File: src/rtl/axi_sram_slave_if.sv
// axi_intf: AXI3/AXI4 channel bundle shared by masters and slaves.
//   AW/W/B : write address, write data, write response
//   AR/R   : read address, read data
//   modport master drives valids/payloads; modport slave drives readys/responses.
interface axi_intf #(
    parameter int ID_WIDTH   = 10,
    parameter int ADDR_WIDTH = 32,
    parameter int DATA_WIDTH = 32
);
    logic [ID_WIDTH-1:0]     awid;
    logic [ADDR_WIDTH-1:0]   awaddr;
    logic [7:0]              awlen;
    logic [2:0]              awsize;
    logic [1:0]              awburst;
    logic                    awlock;
    logic [3:0]              awcache;
    logic [2:0]              awprot;
    logic                    awvalid;
    logic                    awready;

    logic [ID_WIDTH-1:0]     wid;
    logic [DATA_WIDTH-1:0]   wdata;
    logic [DATA_WIDTH/8-1:0] wstrb;
    logic                    wlast;
    logic                    wvalid;
    logic                    wready;

    logic [ID_WIDTH-1:0]     bid;
    logic [1:0]              bresp;
    logic                    bvalid;
    logic                    bready;

    logic [ID_WIDTH-1:0]     arid;
    logic [ADDR_WIDTH-1:0]   araddr;
    logic [7:0]              arlen;
    logic [2:0]              arsize;
    logic [1:0]              arburst;
    logic                    arlock;
    logic [3:0]              arcache;
    logic [2:0]              arprot;
    logic                    arvalid;
    logic                    arready;

    logic [ID_WIDTH-1:0]     rid;
    logic [DATA_WIDTH-1:0]   rdata;
    logic [1:0]              rresp;
    logic                    rlast;
    logic                    rvalid;
    logic                    rready;

    modport master (
        output awid, awaddr, awlen, awsize, awburst, awlock, awcache, awprot, awvalid,
        input  awready,
        output wid, wdata, wstrb, wlast, wvalid,
        input  wready,
        input  bid, bresp, bvalid,
        output bready,
        output arid, araddr, arlen, arsize, arburst, arlock, arcache, arprot, arvalid,
        input  arready,
        input  rid, rdata, rresp, rlast, rvalid,
        output rready
    );

    modport slave (
        input  awid, awaddr, awlen, awsize, awburst, awlock, awcache, awprot, awvalid,
        output awready,
        input  wid, wdata, wstrb, wlast, wvalid,
        output wready,
        output bid, bresp, bvalid,
        input  bready,
        input  arid, araddr, arlen, arsize, arburst, arlock, arcache, arprot, arvalid,
        output arready,
        output rid, rdata, rresp, rlast, rvalid,
        input  rready
    );
endinterface

File: src/rtl/axi_sram_slave.sv
// axi_sram_slave: AXI slave bridging one burst at a time onto a single-port
// synchronous SRAM (read data returned one cycle after the access).
//   clk, rst    : clock, synchronous active-high reset
//   s           : AXI slave port (axi_intf.slave)
//   sram_cs     : chip select, one access per cycle
//   sram_we     : byte write enables (all zero = read)
//   sram_addr   : word address
//   sram_wdata  : write data
//   sram_rdata  : read data, valid the cycle after a read access
module axi_sram_slave #(
    parameter int ID_WIDTH       = 10,
    parameter int ADDR_WIDTH     = 32,
    parameter int DATA_WIDTH     = 32,
    parameter int MEM_ADDR_WIDTH = 14
) (
    input  logic                      clk,
    input  logic                      rst,
    axi_intf.slave                    s,
    output logic                      sram_cs,
    output logic [DATA_WIDTH/8-1:0]   sram_we,
    output logic [MEM_ADDR_WIDTH-1:0] sram_addr,
    output logic [DATA_WIDTH-1:0]     sram_wdata,
    input  logic [DATA_WIDTH-1:0]     sram_rdata
);
    localparam int LB = $clog2(DATA_WIDTH / 8);
    localparam logic [ADDR_WIDTH-1:0] ONE = 1;

    typedef enum logic [2:0] {
        IDLE, AW_ACC, WR, WRESP, AR_ACC, RD_REQ, RD_DATA
    } state_t;

    state_t                  state, state_nxt;
    logic                    prio_wr;
    logic [ID_WIDTH-1:0]     id_q;
    logic [ADDR_WIDTH-1:0]   addr_q, addr_nxt;
    logic [7:0]              len_q, cnt;
    logic [2:0]              size_q;
    logic [1:0]              burst_q;
    logic                    err_q;
    logic [DATA_WIDTH-1:0]   rdata_q;
    logic                    rd_fresh;
    logic                    go_wr, go_rd, last;
    logic [ADDR_WIDTH-1:0]   incr, wmask;

    // Sideband fields this target does not act on.
    logic unused_sideband;
    assign unused_sideband = ^{s.awlock, s.awcache, s.awprot, s.arlock, s.arcache,
                               s.arprot, s.wid, s.wlast};

    // Round-robin: on contention prio_wr selects the write channel.
    assign go_wr = s.awvalid && (!s.arvalid || prio_wr);
    assign go_rd = s.arvalid && (!s.awvalid || !prio_wr);
    assign last  = (cnt == len_q);

    always_comb begin
        incr  = ONE << size_q;
        wmask = ((ADDR_WIDTH'(len_q) + ONE) << size_q) - ONE;
        case (burst_q)
            2'b00:   addr_nxt = addr_q;
            2'b10:   addr_nxt = (addr_q & ~wmask) | ((addr_q + incr) & wmask);
            default: addr_nxt = addr_q + incr;
        endcase
    end

    always_ff @(posedge clk) begin
        if (rst) begin
            state    <= IDLE;
            prio_wr  <= 1'b0;
            id_q     <= '0;
            addr_q   <= '0;
            len_q    <= '0;
            size_q   <= '0;
            burst_q  <= '0;
            err_q    <= 1'b0;
            cnt      <= '0;
            rdata_q  <= '0;
            rd_fresh <= 1'b0;
        end else begin
            state    <= state_nxt;
            rd_fresh <= (state == RD_REQ);
            if (rd_fresh)
                rdata_q <= sram_rdata;
            case (state)
                IDLE: begin
                    if (go_rd)
                        prio_wr <= 1'b1;
                    else if (go_wr)
                        prio_wr <= 1'b0;
                end
                AW_ACC: begin
                    id_q    <= s.awid;
                    addr_q  <= s.awaddr;
                    len_q   <= s.awlen;
                    size_q  <= s.awsize;
                    burst_q <= s.awburst;
                    cnt     <= '0;
                    err_q   <= (s.awburst == 2'b11) || (int'(s.awsize) > LB);
                end
                AR_ACC: begin
                    id_q    <= s.arid;
                    addr_q  <= s.araddr;
                    len_q   <= s.arlen;
                    size_q  <= s.arsize;
                    burst_q <= s.arburst;
                    cnt     <= '0;
                    err_q   <= (s.arburst == 2'b11) || (int'(s.arsize) > LB);
                end
                WR: begin
                    if (s.wvalid && !last) begin
                        cnt    <= cnt + 8'd1;
                        addr_q <= addr_nxt;
                    end
                end
                RD_DATA: begin
                    if (s.rready && !last) begin
                        cnt    <= cnt + 8'd1;
                        addr_q <= addr_nxt;
                    end
                end
                default: ;
            endcase
        end
    end

    always_comb begin
        state_nxt  = state;
        s.awready  = 1'b0;
        s.wready   = 1'b0;
        s.bvalid   = 1'b0;
        s.bid      = '0;
        s.bresp    = 2'b00;
        s.arready  = 1'b0;
        s.rvalid   = 1'b0;
        s.rid      = '0;
        s.rdata    = '0;
        s.rresp    = 2'b00;
        s.rlast    = 1'b0;
        sram_cs    = 1'b0;
        sram_we    = '0;
        sram_addr  = '0;
        sram_wdata = '0;
        case (state)
            IDLE: begin
                if (go_rd)
                    state_nxt = AR_ACC;
                else if (go_wr)
                    state_nxt = AW_ACC;
            end
            AW_ACC: begin
                s.awready = 1'b1;
                state_nxt = WR;
            end
            WR: begin
                s.wready = 1'b1;
                if (s.wvalid) begin
                    if (!err_q) begin
                        sram_cs    = 1'b1;
                        sram_we    = s.wstrb;
                        sram_wdata = s.wdata;
                        sram_addr  = addr_q[MEM_ADDR_WIDTH+LB-1:LB];
                    end
                    if (last)
                        state_nxt = WRESP;
                end
            end
            WRESP: begin
                s.bvalid = 1'b1;
                s.bid    = id_q;
                s.bresp  = err_q ? 2'b10 : 2'b00;
                if (s.bready)
                    state_nxt = IDLE;
            end
            AR_ACC: begin
                s.arready = 1'b1;
                state_nxt = RD_REQ;
            end
            RD_REQ: begin
                if (!err_q) begin
                    sram_cs   = 1'b1;
                    sram_addr = addr_q[MEM_ADDR_WIDTH+LB-1:LB];
                end
                state_nxt = RD_DATA;
            end
            RD_DATA: begin
                // First cycle shows the SRAM output directly; later cycles
                // hold the captured copy so rdata is stable across stalls.
                s.rvalid = 1'b1;
                s.rid    = id_q;
                s.rdata  = err_q ? '0 : (rd_fresh ? sram_rdata : rdata_q);
                s.rresp  = err_q ? 2'b10 : 2'b00;
                s.rlast  = last;
                if (s.rready)
                    state_nxt = last ? IDLE : RD_REQ;
            end
            default: state_nxt = IDLE;
        endcase
    end
endmodule

File: src/flat_wrapper.sv
// flat-port wrapper written by rule: the top's interface ports become plain ports
module axi_sram_slave_flat 
#(
    parameter int ID_WIDTH       = 10,
    parameter int ADDR_WIDTH     = 32,
    parameter int DATA_WIDTH     = 32,
    parameter int MEM_ADDR_WIDTH = 14
)
  (clk, rst, sram_cs, sram_we, sram_addr, sram_wdata, sram_rdata, s_awid, s_awaddr, s_awlen, s_awsize, s_awburst, s_awlock, s_awcache, s_awprot, s_awvalid, s_awready, s_wid, s_wdata, s_wstrb, s_wlast, s_wvalid, s_wready, s_bid, s_bresp, s_bvalid, s_bready, s_arid, s_araddr, s_arlen, s_arsize, s_arburst, s_arlock, s_arcache, s_arprot, s_arvalid, s_arready, s_rid, s_rdata, s_rresp, s_rlast, s_rvalid, s_rready);
  axi_intf #(.ID_WIDTH(ID_WIDTH), .ADDR_WIDTH(ADDR_WIDTH), .DATA_WIDTH(DATA_WIDTH)) s_i ();
  input  logic clk;
  input  logic rst;
  output logic sram_cs;
  output logic [DATA_WIDTH/8-1:0] sram_we;
  output logic [MEM_ADDR_WIDTH-1:0] sram_addr;
  output logic [DATA_WIDTH-1:0] sram_wdata;
  input  logic [DATA_WIDTH-1:0] sram_rdata;
  input wire logic [$bits(s_i.awid)-1:0] s_awid;
  input wire logic [$bits(s_i.awaddr)-1:0] s_awaddr;
  input wire logic [$bits(s_i.awlen)-1:0] s_awlen;
  input wire logic [$bits(s_i.awsize)-1:0] s_awsize;
  input wire logic [$bits(s_i.awburst)-1:0] s_awburst;
  input wire logic [$bits(s_i.awlock)-1:0] s_awlock;
  input wire logic [$bits(s_i.awcache)-1:0] s_awcache;
  input wire logic [$bits(s_i.awprot)-1:0] s_awprot;
  input wire logic [$bits(s_i.awvalid)-1:0] s_awvalid;
  output wire logic [$bits(s_i.awready)-1:0] s_awready;
  input wire logic [$bits(s_i.wid)-1:0] s_wid;
  input wire logic [$bits(s_i.wdata)-1:0] s_wdata;
  input wire logic [$bits(s_i.wstrb)-1:0] s_wstrb;
  input wire logic [$bits(s_i.wlast)-1:0] s_wlast;
  input wire logic [$bits(s_i.wvalid)-1:0] s_wvalid;
  output wire logic [$bits(s_i.wready)-1:0] s_wready;
  output wire logic [$bits(s_i.bid)-1:0] s_bid;
  output wire logic [$bits(s_i.bresp)-1:0] s_bresp;
  output wire logic [$bits(s_i.bvalid)-1:0] s_bvalid;
  input wire logic [$bits(s_i.bready)-1:0] s_bready;
  input wire logic [$bits(s_i.arid)-1:0] s_arid;
  input wire logic [$bits(s_i.araddr)-1:0] s_araddr;
  input wire logic [$bits(s_i.arlen)-1:0] s_arlen;
  input wire logic [$bits(s_i.arsize)-1:0] s_arsize;
  input wire logic [$bits(s_i.arburst)-1:0] s_arburst;
  input wire logic [$bits(s_i.arlock)-1:0] s_arlock;
  input wire logic [$bits(s_i.arcache)-1:0] s_arcache;
  input wire logic [$bits(s_i.arprot)-1:0] s_arprot;
  input wire logic [$bits(s_i.arvalid)-1:0] s_arvalid;
  output wire logic [$bits(s_i.arready)-1:0] s_arready;
  output wire logic [$bits(s_i.rid)-1:0] s_rid;
  output wire logic [$bits(s_i.rdata)-1:0] s_rdata;
  output wire logic [$bits(s_i.rresp)-1:0] s_rresp;
  output wire logic [$bits(s_i.rlast)-1:0] s_rlast;
  output wire logic [$bits(s_i.rvalid)-1:0] s_rvalid;
  input wire logic [$bits(s_i.rready)-1:0] s_rready;
  assign s_i.awid = s_awid;
  assign s_i.awaddr = s_awaddr;
  assign s_i.awlen = s_awlen;
  assign s_i.awsize = s_awsize;
  assign s_i.awburst = s_awburst;
  assign s_i.awlock = s_awlock;
  assign s_i.awcache = s_awcache;
  assign s_i.awprot = s_awprot;
  assign s_i.awvalid = s_awvalid;
  assign s_awready = s_i.awready;
  assign s_i.wid = s_wid;
  assign s_i.wdata = s_wdata;
  assign s_i.wstrb = s_wstrb;
  assign s_i.wlast = s_wlast;
  assign s_i.wvalid = s_wvalid;
  assign s_wready = s_i.wready;
  assign s_bid = s_i.bid;
  assign s_bresp = s_i.bresp;
  assign s_bvalid = s_i.bvalid;
  assign s_i.bready = s_bready;
  assign s_i.arid = s_arid;
  assign s_i.araddr = s_araddr;
  assign s_i.arlen = s_arlen;
  assign s_i.arsize = s_arsize;
  assign s_i.arburst = s_arburst;
  assign s_i.arlock = s_arlock;
  assign s_i.arcache = s_arcache;
  assign s_i.arprot = s_arprot;
  assign s_i.arvalid = s_arvalid;
  assign s_arready = s_i.arready;
  assign s_rid = s_i.rid;
  assign s_rdata = s_i.rdata;
  assign s_rresp = s_i.rresp;
  assign s_rlast = s_i.rlast;
  assign s_rvalid = s_i.rvalid;
  assign s_i.rready = s_rready;
  axi_sram_slave #(.ID_WIDTH(ID_WIDTH), .ADDR_WIDTH(ADDR_WIDTH), .DATA_WIDTH(DATA_WIDTH), .MEM_ADDR_WIDTH(MEM_ADDR_WIDTH)) u_core (.clk(clk), .rst(rst), .s(s_i), .sram_cs(sram_cs), .sram_we(sram_we), .sram_addr(sram_addr), .sram_wdata(sram_wdata), .sram_rdata(sram_rdata));
endmodule
File: config.mk
export PLATFORM = sky130hd
export DESIGN_NAME = axi_sram_slave_flat
export DESIGN_NICKNAME = d
export VERILOG_FILES = /design/src/rtl/axi_sram_slave_if.sv /design/src/rtl/axi_sram_slave.sv /design/src/flat_wrapper.sv
export SDC_FILE = /design/constraint.sdc
export NUM_CORES = 1
export LEC_CHECK = 0
export ABC_AREA = 1
export BUFFER_PORTS_ARGS = -buffer_cell sky130_fd_sc_hd__buf_2
export CAP_MARGIN = 10
export CELL_PAD_IN_SITES_DETAIL_PLACEMENT = 1
export CELL_PAD_IN_SITES_GLOBAL_PLACEMENT = 1
export CORE_MARGIN = 1.5
export CORE_UTILIZATION = 33
export DETAILED_ROUTE_END_ITERATION = 16
export GPL_ROUTABILITY_DRIVEN = 0
export GPL_TIMING_DRIVEN = 0
export PLACE_DENSITY = 0.87
export SYNTH_ARGS = -nofsm -noshare
export SYNTH_HDL_FRONTEND = slang
export SYNTH_SLANG_ARGS = --single-unit
File: constraint.sdc
create_clock -name clk -period 5.1 [get_ports clk]
set_input_delay 1.02 -clock clk [delete_from_list [all_inputs] [get_ports clk]]
set_output_delay 1.02 -clock clk [all_outputs]
set_load 0.01 [all_outputs]
==> results of run 1 <==
-- worst min-delay path by stage --
stage                         startpoint             end  slack, ns  cells past startpoint
after floorplan           u_core.prio_wr  u_core.prio_wr       0.44                      2
after global placement    u_core.prio_wr  u_core.prio_wr       0.45                      2
after detailed placement  u_core.id_q[4]  u_core.id_q[4]       0.46                      2
after CTS                 u_core.id_q[7]  u_core.id_q[7]       0.47                      2
after global routing      u_core.id_q[8]  u_core.id_q[8]       0.49                      2
final                     u_core.id_q[7]  u_core.id_q[7]       0.47                      2
-- logic make-up after synthesis --
family | share of synthesized area [%]
flops | 27.0
fa+ha+maj | 2.50
simple gates | 38.1
xor+xnor | 1.39
mux | 5.08
buf+inv | 11.6
other cells | 0.0595
compound gates | 14.3
-- final cells by class --
| type | instances | area [µm²] | area share [%] |
|---|---|---|---|
| buffer | 52 | 233 | 2.83 |
| tap | 234 | 293 | 3.56 |
| clock buffer | 9 | 225 | 2.74 |
| sequential | 85 | 1700 | 20.7 |
| multi-input combinational | 759 | 3880 | 47.2 |
| antenna | 1 | 2.50 | 0.0305 |
| timing repair buffer | 262 | 1310 | 16.0 |
| clock inverter | 7 | 75.1 | 0.914 |
| inverter | 133 | 499 | 6.08 |
-- through the flow --
stage / instances / power (W)
floorplan: 1029 / 0.00256
global placement: 1525 / 0.00318
detailed placement: 1525 / 0.00325
CTS: 1541 / 0.00395
global route: 1542 / 0.00428
finish: 1542 / 0.00395
-- sequential cells by signal (all words and copies together) (netlist names), 2 cells and up --
signal	flops
u_core.state	3
u_core.id_q	10
u_core.addr_q	16
u_core.rdata_q	32
u_core.cnt	8
u_core.burst_q	2
u_core.size_q	3
u_core.len_q	8
-- metal layers --
metal	GRT usage (%)	vias up
met1	28.6	3777
met4	8.28	6
met2	46.6	193
met5	0	-
met3	5.81	43
li1	-	3865
-- power groups by stage --
stage	combinational, W	clock [W]	sequential [W]
floorplan	0.00165	0	0.000907
global placement	0.00224	0	0.000942
detailed placement	0.00230	0	0.000950
CTS	0.00233	0.000686	0.000936
global route	0.00262	0.000707	0.000957
finish	0.00233	0.000677	0.000938
-- cells in the mapped netlist (2+ instances only) --
library cell and n:
a21oi_1 53, a221oi_1 15, a31oi_1 3, a41oi_1 4
buf_1 7, buf_2 11, buf_4 4, clkbuf_1 28
clkinv_1 2, dfxtp_1 85, ha_1 11, inv_1 124
inv_2 7, mux2i_1 32, nand2_1 173, nand2_2 13
nand3_1 99, nand3_2 8, nand4_1 6, nor2_1 212
nor2_2 10, nor2_4 5, nor3_1 14, nor3b_1 2
o21ai_0 61, o21ai_1 2, o21ai_2 2, o21bai_1 4
o311ai_0 4, or2_2 2, xor2_1 9
-- worst max-delay path: cells and delay by family (launching register included) --
family	cells	cell delay [ns]
and+or+nand+nor	4	1.05
AOI/OAI and AO/OA	1	0.27
buffers and inverters	6	0.97
DFF	1	0.35
==> metrics, run 1 <==
outcome completed; gr ovfl total 0; # fillers 2611; uppermost layer routed met5; worst slew slack as a fraction of its limit 49.8%; HPWL after detailed placement 20700 µm; ordered cell list for the critical path inv_1, nor2_2, inv_1, buf_2, nor2_1, inv_1, nor3_1, a21oi_1, clkbuf_1, nor2_1, buf_2; count of cells resized by post-cts repair 0; ratio of cells with drive above 1 in the final layout 26.5%; most used cell, CP inv_1; initial antenna violation count 4; beginning of the worst register-to-register path u_core.size_q[0]; Net Switching 0.00207 W; DRT Wirelength 25200 µm; post-CTS setup repair buffer count 0; clock slew at the register clock pins of the worst setup and hold paths 0.07 ns; crit path time final 4.01 ns; highest-count cells in the layout ignoring fill and taps buf_2, nor2_1, nand2_1; routed metal-1 wirelength 10200 µm; DIE WIDTH 141 µm; capturing instance or port of the critical path sram_addr[3]; skew final 0.0138 ns; Setup WS post-layout 1.09 ns; number of core rows 50; category of the worst setup path capture point output pin; count of routing violations after the opening detailed-route iteration 307; switching portion of total power 52.4%; total of hold buffers inserted after clock tree synthesis 0; largest net degree at the start of global routing 19; number of global-route vias before repair 8139; Hold WS 0.470 ns; Worst setup SP type flop; Least-Margin Pin Slew 0.753 ns; instance count of the mapped netlist 1028; Max Clock Freq 249 MHz; cell at the slowest stage of the critical path nor3_1; Synth cell types 47; post-route ant nets 0; largest cells by area after synthesis dfxtp_1, nor2_1, nand2_1, nand3_1, inv_1; Layout area overhead 30.3%; Yosys warning count 0; area of the mapped netlist 6310 µm²; arrival time reported for the critical path endpoint 2.99 ns; kind of critical path flop to output pin; worst setup slack after placement 1.39 ns; Register-to-Register Setup Slack 1.77 ns; power density of the placed cells 481 nW/µm²; post-synthesis async set-or-reset flop share 0%; cts bufs inserted 9; WP data required 4.08 ns; syn_area_per_cell 6.13 µm²; depth of the most critical reg-to-reg path 19; start point of the critical path u_core.state[1]; Max Root-Sink Buffers 2; GR Util All Layers 25.3%; area inside the core boundary 18700 µm²; portion of the post-synthesis area used by sequential elements 27.0%; first-pass GRT wire length 40400 µm; number of vias after detailed routing 7884; total negative slack for setup checks 0 ns; number of clock sinks 85; mean number of vias per cell 5.11; H-tree lvl count 3; number of endpoints failing setup at the final stage 0; sequential cell fraction of total power 23.8%; Met3 Wirelength 1410 µm; Logic pwr share 59.1%; peak ir drop on the vdd network 0.186 mV; CP max FO 10; clock tree from TritonCTS yes; most common cell after layout, fill and taps aside buf_2; class of the tightest hold or removal check flop to flop; internal power 0.00188 W; clock latency on the worst-skew pair 0.36 ns; largest incremental delay on the critical path 0.42 ns; number of detailed-route iterations in the first pass 5; die area 19900 µm²; portion of the clock cycle consumed by the worst path in the final layout 78.7%; EDFF count, synth 0; count of unresolved DRC violations after routing 0; clock share of power 17.1%; Layout Nets 1526; Primary FF master, synth dfxtp_1; buffers added on ports 262; utilization of the core after routing 43.9%; Pleak 4.07 nW; top cell type by total area after synthesis dfxtp_1; initial standard-cell utilization of the core 33.7%; Die Span Y 141 µm; post-place instance area 7910 µm²; drt wl/cell 16.3 µm; fraction of post-synthesis cell area in the top cell type by area 27.0%; library cell used as clock root buffer clkbuf_16; unrepaired setup endpoints after global routing false; max-capacitance violation count 0; metal2 WL 13000 µm; Slew Viols, Final 0; Hold Violations, Final 0; register bit count reported by yosys 85; post-route cell area 8220 µm²; worst flop-to-flop path endpoint u_core.addr_q[14]; ports placed on the boundary 325
No activity file was read; power rests on OpenSTA's default activity.
==> run 2, diff against run 1 <==
--- a/config.mk
+++ b/config.mk
@@ -11,11 +11,11 @@
 export CELL_PAD_IN_SITES_DETAIL_PLACEMENT = 1
 export CELL_PAD_IN_SITES_GLOBAL_PLACEMENT = 1
 export CORE_MARGIN = 1.5
-export CORE_UTILIZATION = 33
+export CORE_UTILIZATION = 30
 export DETAILED_ROUTE_END_ITERATION = 16
 export GPL_ROUTABILITY_DRIVEN = 0
 export GPL_TIMING_DRIVEN = 0
-export PLACE_DENSITY = 0.87
+export PLACE_DENSITY = 0.8
 export SYNTH_ARGS = -nofsm -noshare
 export SYNTH_HDL_FRONTEND = slang
 export SYNTH_SLANG_ARGS = --single-unit
==> constraint.sdc (replaced) <==
create_clock -name clk -period 3.9 [get_ports clk]
set_input_delay 0.78 -clock clk [delete_from_list [all_inputs] [get_ports clk]]
set_output_delay 0.78 -clock clk [all_outputs]
set_load 0.01 [all_outputs]
==> metrics, run 2 (same netlist as run 1, synthesis figures left out) <==
Largest register FFs 32; initial standard-cell utilization of the core 30.9%; H-tree lvl count 3; Slew Viols, Final 0; HPWL after detailed placement 20700 µm; clock share of power 16.6%; skew final 0.0107 ns; Met3 Wirelength 1230 µm; worst slew slack as a fraction of its limit 49.5%; Max Clock Freq 281 MHz; GR Util All Layers 23.1%; endpoint of the worst hold-timing path u_core.prio_wr; Logic pwr share 59.4%; antenna cells 0; kind of critical path flop to output pin; Worst setup SP type flop; largest net degree at the start of global routing 17; drt wl/cell 15.9 µm; category of the worst setup path capture point output pin; Least-Margin Pin Slew 0.747 ns; worst setup slack after placement 0.400 ns; count of unresolved DRC violations after routing 0; gr ovfl total 0; crit path time final 3.55 ns; library cell used as clock root buffer clkbuf_16; clock latency on the worst-skew pair 0.35 ns; Layout area overhead 30.7%; startpoint of the most critical hold path u_core.prio_wr; unrepaired setup endpoints after global routing false; outcome completed; sequential cell fraction of total power 24.0%; WP data required 3.12 ns; class of the tightest hold or removal check flop to flop; Register-to-Register Setup Slack 0.47 ns; worst flop-to-flop path endpoint u_core.addr_q[14]; beginning of the worst register-to-register path u_core.size_q[0]; number of clock sinks 85; DRT Wirelength 25100 µm; cts bufs inserted 9; CP max FO 10; registers with the most flip-flops u_core.rdata_q (32), u_core.addr_q (16), u_core.id_q (10); number of endpoints failing setup at the final stage 0; ports placed on the boundary 325; clock tree from TritonCTS yes; Crit path max-delay family buffers and inverters; metal2 WL 12700 µm; first-pass GRT wire length 40700 µm; count of routing violations after the opening detailed-route iteration 386; WP buf/inv 6; total of hold buffers inserted after clock tree synthesis 0; ordered cell list for the critical path inv_1, nor2_2, inv_1, buf_2, nor2_1, inv_1, nor3_2, a21oi_1, clkbuf_1, nor2_1, buf_2; peak ir drop on the vdd network 0.329 mV; post-CTS setup repair buffer count 0; utilization of the core after routing 40.3%; number of detailed-route iterations in the first pass 5; initial antenna violation count 3; switching portion of total power 52.4%; largest incremental delay on the critical path 0.35 ns; Die Span Y 148 µm; ratio of cells with drive above 1 in the final layout 26.5%; Setup WS post-layout 0.345 ns; # fillers 2831; clock slew at the register clock pins of the worst setup and hold paths 0.07 ns; Pleak 4.07 nW; cell at the slowest stage of the critical path dfxtp_1; number of core rows 52; internal power 0.00245 W; number of global-route vias before repair 8023; routed metal-1 wirelength 10600 µm; Net Switching 0.00269 W; Layout Nets 1526; power density of the placed cells 623 nW/µm²; Hold Violations, Final 0; Hold Path Stages 2; area inside the core boundary 20400 µm²; highest-count cells in the layout ignoring fill and taps buf_2, nor2_1, nand2_1; post-route ant nets 0; arrival time reported for the critical path endpoint 2.77 ns; Max Root-Sink Buffers 2; mean number of vias per cell 4.92; total negative slack for setup checks 0 ns; number of vias after detailed routing 7761; most common cell after layout, fill and taps aside buf_2; buffers added on ports 262; most used cell, CP inv_1; post-route cell area 8240 µm²; uppermost layer routed met5; Top reg by flops u_core.rdata_q; portion of the clock cycle consumed by the worst path in the final layout 91.1%; depth of the most critical reg-to-reg path 19; DIE WIDTH 148 µm; die area 21900 µm²; max-capacitance violation count 0; post-place instance area 7960 µm²
## run 2: how the worst max path moves through the flow
| stage | from | end | slack (ns) | cells past startpoint |
|---|---|---|---|---|
| floorplan | u_core.size_q[0] | u_core.addr_q[14] | 1.14 | 18 |
| global placement | u_core.state[1] | sram_addr[12] | 0.50 | 11 |
| detailed placement | u_core.state[1] | sram_addr[12] | 0.40 | 11 |
| CTS | u_core.state[1] | sram_addr[12] | 0.02 | 11 |
| global route | u_core.state[1] | sram_addr[12] | 0.02 | 11 |
| finish | u_core.state[1] | sram_addr[12] | 0.35 | 11 |
## run 2: timing repair
action / CTS / global route
endpoints found under the hold margin: 0 / 0
endpoints found under the setup margin: 0 / 40
resized for setup: 0 / 1
## run 2: worst reg2reg max path: cells and delay by family (launching register included)
family / cells / cell delay [ns]
AO/OA/AOI/OAI: 4 / 0.80
adder cells (fa/ha/maj): 1 / 0.43
buffers and inverters: 3 / 0.63
flip-flops: 1 / 0.37
AND/OR/NAND/NOR: 11 / 1.15
## run 2: cell type report
cell class	count	area, µm²	area share, %
flip-flops and latches	85	1700	20.6
clock inverters	6	53.8	0.653
well taps	270	338	4.10
multi-input cells	759	3880	47.1
plain buffers	52	233	2.82
repair buffers	262	1310	15.9
inverters	133	499	6.06
clock buffers	9	225	2.73
## run 2: per-layer routing
| layer | vias up | global-route usage (%) |
|---|---|---|
| met1 | 3676 | 27.6 |
| met4 | 6 | 6.29 |
| met2 | 177 | 41.8 |
| li1 | 3868 | - |
| met3 | 34 | 4.78 |
| met5 | - | 0 |
## run 2: power groups by stage
stage | clock, W | combinational [W] | sequential [W]
6_report | 0.000853 | 0.00305 | 0.00123
5_1_grt | 0.000902 | 0.00347 | 0.00125
4_1_cts | 0.000866 | 0.00306 | 0.00123
3_5_place_dp | 0 | 0.00304 | 0.00124
3_3_place_gp | 0 | 0.00294 | 0.00123
2_1_floorplan | 0 | 0.00216 | 0.00119
## run 2: per-stage QoR
| stage | power, W | hold slack (ns) | cells |
|---|---|---|---|
| floorplan | 0.00334 | 0.436 | 1029 |
| global placement | 0.00417 | 0.446 | 1561 |
| finish | 0.00514 | 0.466 | 1576 |
| global route | 0.00562 | 0.491 | 1576 |
| CTS | 0.00515 | 0.468 | 1576 |
| detailed placement | 0.00428 | 0.456 | 1561 |
